--- config.mk ---
export PLATFORM = sky130hd
export DESIGN_NAME = req_arbiter4
export DESIGN_NICKNAME = d
export VERILOG_FILES = /design/src/rtl/req_arbiter4.sv
export SDC_FILE = /design/constraint.sdc
export NUM_CORES = 1
export LEC_CHECK = 0
export CAP_MARGIN = 20
export CORE_MARGIN = 2
export CORE_UTILIZATION = 49
export DETAILED_ROUTE_END_ITERATION = 10
export GPL_ROUTABILITY_DRIVEN = 0
export PLACE_DENSITY_LB_ADDON = 0.3
export SYNTH_ARGS = -nofsm -noshare
export SYNTH_HDL_FRONTEND = slang
export SYNTH_SLANG_ARGS = --single-unit
--- constraint.sdc ---
create_clock -name clk -period 2.28 [get_ports clk]
set_input_delay 0.456 -clock clk [delete_from_list [all_inputs] [get_ports clk]]
set_output_delay 0.456 -clock clk [all_outputs]
set_load 0.005 [all_outputs]
--- src/rtl/req_arbiter4.sv ---
// req_arbiter4: 4-requester round-robin arbiter with registered one-hot grant and no preemption.
// Define ARB_TIMEOUT_EN to add a hold counter that force-releases an owner after HOLD_MAX cycles.
module req_arbiter4 #(
   parameter int unsigned HOLD_MAX = 15
) (
   input  logic       clk,
   input  logic       rst_n,
   input  logic [3:0] req,
   output logic [3:0] gnt,
   output logic [1:0] gnt_idx,
   output logic       gnt_vld,
   output logic       timeout
);

   typedef enum logic {
      IDLE = 1'b0,
      BUSY = 1'b1
   } state_t;

   state_t     state_q, state_d;
   logic [1:0] ptr_q, ptr_d;
   logic [3:0] gnt_d;
   logic [1:0] idx_d;
   logic       vld_d;
   logic       arb_en;
   logic [1:0] base;
   logic [1:0] cand;
   logic       found;
   logic [1:0] win;
   logic       new_grant;
   logic       force_rel;

   if (HOLD_MAX < 1 || HOLD_MAX > 255) begin : g_hold_max_range
      $error("req_arbiter4: HOLD_MAX must be in 1..255");
   end

   always_ff @(posedge clk or negedge rst_n) begin
      if (!rst_n) begin
         state_q <= IDLE;
         ptr_q   <= '0;
         gnt     <= '0;
         gnt_idx <= '0;
         gnt_vld <= 1'b0;
      end else begin
         state_q <= state_d;
         ptr_q   <= ptr_d;
         gnt     <= gnt_d;
         gnt_idx <= idx_d;
         gnt_vld <= vld_d;
      end
   end

   // A release moves the search base past the old owner on the same edge, so
   // a pending requester is granted back-to-back without an idle cycle.
   always_comb begin
      state_d = state_q;
      ptr_d   = ptr_q;
      gnt_d   = gnt;
      idx_d   = gnt_idx;
      vld_d   = gnt_vld;
      arb_en  = 1'b0;
      base    = ptr_q;
      cand    = '0;
      found   = 1'b0;
      win     = '0;

      case (state_q)
         IDLE: arb_en = 1'b1;
         BUSY: begin
            if (!req[gnt_idx] || force_rel) begin
               ptr_d  = gnt_idx + 2'd1;
               base   = gnt_idx + 2'd1;
               arb_en = 1'b1;
            end
         end
         default: arb_en = 1'b1;
      endcase

      for (int unsigned i = 0; i < 4; i++) begin
         cand = base + 2'(i);
         if (!found && req[cand]) begin
            found = 1'b1;
            win   = cand;
         end
      end

      if (arb_en) begin
         if (found) begin
            state_d = BUSY;
            gnt_d   = 4'b0001 << win;
            idx_d   = win;
            vld_d   = 1'b1;
         end else begin
            state_d = IDLE;
            gnt_d   = '0;
            idx_d   = '0;
            vld_d   = 1'b0;
         end
      end
   end

   assign new_grant = arb_en & found;

`ifdef ARB_TIMEOUT_EN
   logic [7:0] hold_q;

   // hold_q is zero in the first granted cycle, so HOLD_MAX-1 marks the last allowed cycle.
   assign force_rel = (state_q == BUSY) && req[gnt_idx] && (hold_q == 8'(HOLD_MAX - 1));

   always_ff @(posedge clk or negedge rst_n) begin
      if (!rst_n) begin
         hold_q  <= '0;
         timeout <= 1'b0;
      end else begin
         timeout <= force_rel;
         if (new_grant) begin
            hold_q <= '0;
         end else if (state_q == BUSY) begin
            hold_q <= hold_q + 8'd1;
         end
      end
   end
`else
   logic unused_new_grant;

   assign unused_new_grant = new_grant;
   assign force_rel        = 1'b0;
   assign timeout          = 1'b0;
`endif

endmodule

==> results.cfg <==
[outcome]
run_status = finished clean

[clock_network]
post_cts_buffers = 0
postCtsResizedCells = 0
clk_latency_ps = 260
cts-root-buf = clkbuf_4
tritoncts = done
cts.sinks = 9
cts_buffers = 3
cts_hold_buf = 0
clock_path_buffers = 2
clk_pin_slew_ps = 60
h-tree-depth = 1

[critical_path]
critPathSlowestCell = clkdlybuf4s50_1
criticalPathCategory = input port to register
arrival_ps = 2140
endpoint_kind = register
cp.required_ps = 2430
crit_chain = clkdlybuf4s50_1 > mux2_4 > a2bb2oi_4 > a211o_1 > a22o_1 > a32o_1
startpoint_type = input port
cp_max_fo = 7
slowest_delay_ps = 420

[detailed_routing]
first_pass_iters = 4
ant_nets = 0
wirelength_um = 1470
drc_errors = 0
wl_per_cell_um = 14.3
vias = 625
via_per_inst = 6.07
drt_iter0_markers = 18

[synthesis]
synth.top_cell.area_share_pct = 32.3
ys_top_cells_by_area = dfrtp_1 (32%), o221ai_1 (5.0%), mux2_2 (4.8%)
synth_seq_cells = 9
syn_area_per_cell_um2 = 9.96
syn_nets = 76
ys_async_sr_fraction_pct = 100
synth_edf_count = 0
ys_warn_count = 0
syn-cell-area_um2 = 697
syn_inst = 70
yosys.area.top_type = dfrtp_1
synth_ff_type = dfrtp_1
ys_types = 38
yosysSeqAreaShare_pct = 32.3

[power]
clockPowerShare_pct = 10.7
p_int_mw = 0.646
power-per-cell-area_mw_per_mm2 = 1270
p_leak_nw = 0.358
comb_power_share_pct = 60.4
p_total_mw = 1.11
p_switching_mw = 0.465
seqPwrFrac_pct = 28.9
vdd_drop_max_uv = 754
switching_share_pct = 41.9

[die]
die_w_um = 41.7
row_count = 13
io_pins = 14
die_height_um = 41.7
core-area_mm2 = 0.00132
initial_core_util_pct = 52.9
die_area_mm2 = 0.00174

[grt]
grt_first_pass_wirelength_um = 2630
gr-total-overflow = 0
first_global_vias = 598
grt_use_total_pct = 19.7
antenna_found_initial = 0
grt_max_degree = 10

[timing]
max_freq_mhz = 502
setup_ws_ps = 290
fin_crit_ps = 1990
slew_violations = 0
rsz0062_at_grt = false
hold_viol = 0
fin_crit_sh_pct = 87.3
finalSetupTns_ps = 0
setup_viol = 0
skew_ps = 1.51

[worst_hold_path]
hp-class = input port to asynchronous set/reset pin

[place]
portBuffers = 12
dpl_worst_slack_ps = 26.8
placedCellCount = 99
dpl_cell_area_um2 = 847

[cells_and_area]
fin_cells = 103
final_common_cell = clkdlybuf4s50_1
fin_nets = 95
final_cell_mix = clkdlybuf4s50_1 (12), dfrtp_1 (9), nand2_1 (6), buf_4 (6), o21ai_0 (5)
insertedDiodeCount = 0
drive_gt1_share_pct = 23.9
fillers = 106
syn_to_final_growth_pct = 25.3
post-route-cell-area_um2 = 873

[run]
max_cap_viol_count = 0
## cell families (layout without fill, tap and decap cells)
family / after synthesis / after routing / share of synthesized area (%)
DFF: 9 / 9 / 32.3
buffers and inverters: 6 / 24 / 5.92
AOI/OAI and AO/OA: 25 / 25 / 30.7
muxes: 7 / 7 / 11.8
and+or+nand+nor: 21 / 21 / 16.3
xor gates and xnor gates: 1 / 1 / 2.33
other: 1 / 1 / 0.538
## stage by stage
| stage | hold WS [ps] | utilization [%] |
|---|---|---|
| 2_1_floorplan | 160 | - |
| 6_report | 484 | 66.3 |
| 3_5_place_dp | 473 | 64.3 |
| 3_3_place_gp | 465 | 64.3 |
| 4_1_cts | 481 | 66.3 |
| 5_1_grt | 507 | 66.3 |
## critical path, delay by kind of cell
| kind | cells | cell delay [ps] |
|---|---|---|
| muxes | 1 | 330 |
| buffers and inverters | 1 | 420 |
| AOI/OAI and AO/OA | 4 | 930 |
## power groups by stage
stage | Clock [mW] | Sequential [mW] | Combinational, mW
floorplan | 0 | 0.278 | 0.518
global placement | 0 | 0.322 | 0.655
detailed placement | 0 | 0.324 | 0.661
CTS | 0.127 | 0.320 | 0.664
global route | 0.136 | 0.335 | 0.729
finish | 0.119 | 0.321 | 0.671
## final timing paths
path                                        start                 end  slack, ps  cells after the start
min in group clk               gnt[0]$_DFFE_PN0P_  gnt[0]$_DFFE_PN0P_        490                      2
setup / recovery                           req[0]  gnt[2]$_DFFE_PN0P_        290                      6
hold / removal                              rst_n  gnt[2]$_DFFE_PN0P_        480                      1
hold reg to reg                gnt[0]$_DFFE_PN0P_  gnt[0]$_DFFE_PN0P_        490                      2
setup reg to reg           gnt_idx[1]$_DFFE_PN0P_  gnt[2]$_DFFE_PN0P_        300                      5
max in group asynchronous                   rst_n  gnt[1]$_DFFE_PN0P_       1530                      1
## metal layers
metal / wire, um / GRT usage [%] / share of wire, %
met1: 711 / 25.9 / 48
met2: 681 / 30.3 / 46
met3: 80 / 7.83 / 5.4
met4: 0 / 4.52 / 0
met5: 0 / 0 / 0
## state kept, by name, summed over array words and instances, names as in the netlist
| register | cells |
|---|---|
| state_q | 1 |
| gnt_idx | 2 |
| gnt | 4 |
| ptr_q | 2 |
## area by class of cell
type / count / area (um2) / share of cell area, %
Tap cell: 15 / 18.8 / 2.15
Inverter: 2 / 7.51 / 0.860
Timing Repair Buffer: 18 / 165 / 18.9
Sequential cell: 9 / 225 / 25.8
Clock buffer: 4 / 26.3 / 3.01
Multi-Input combinational cell: 55 / 430 / 49.3
## cell usage after synthesis, types with 2 or more instances
cell type and n:
buf_4 3, a21oi_1 2, nand2b_1 2, mux2_2 3, o21ai_0 5, o221ai_1 4, dfrtp_1 9, a32o_1 2
mux2i_1 2, nor2_1 3, inv_1 2, nand2_1 6, and2_1 2
Power figures use the tool's default switching activity.
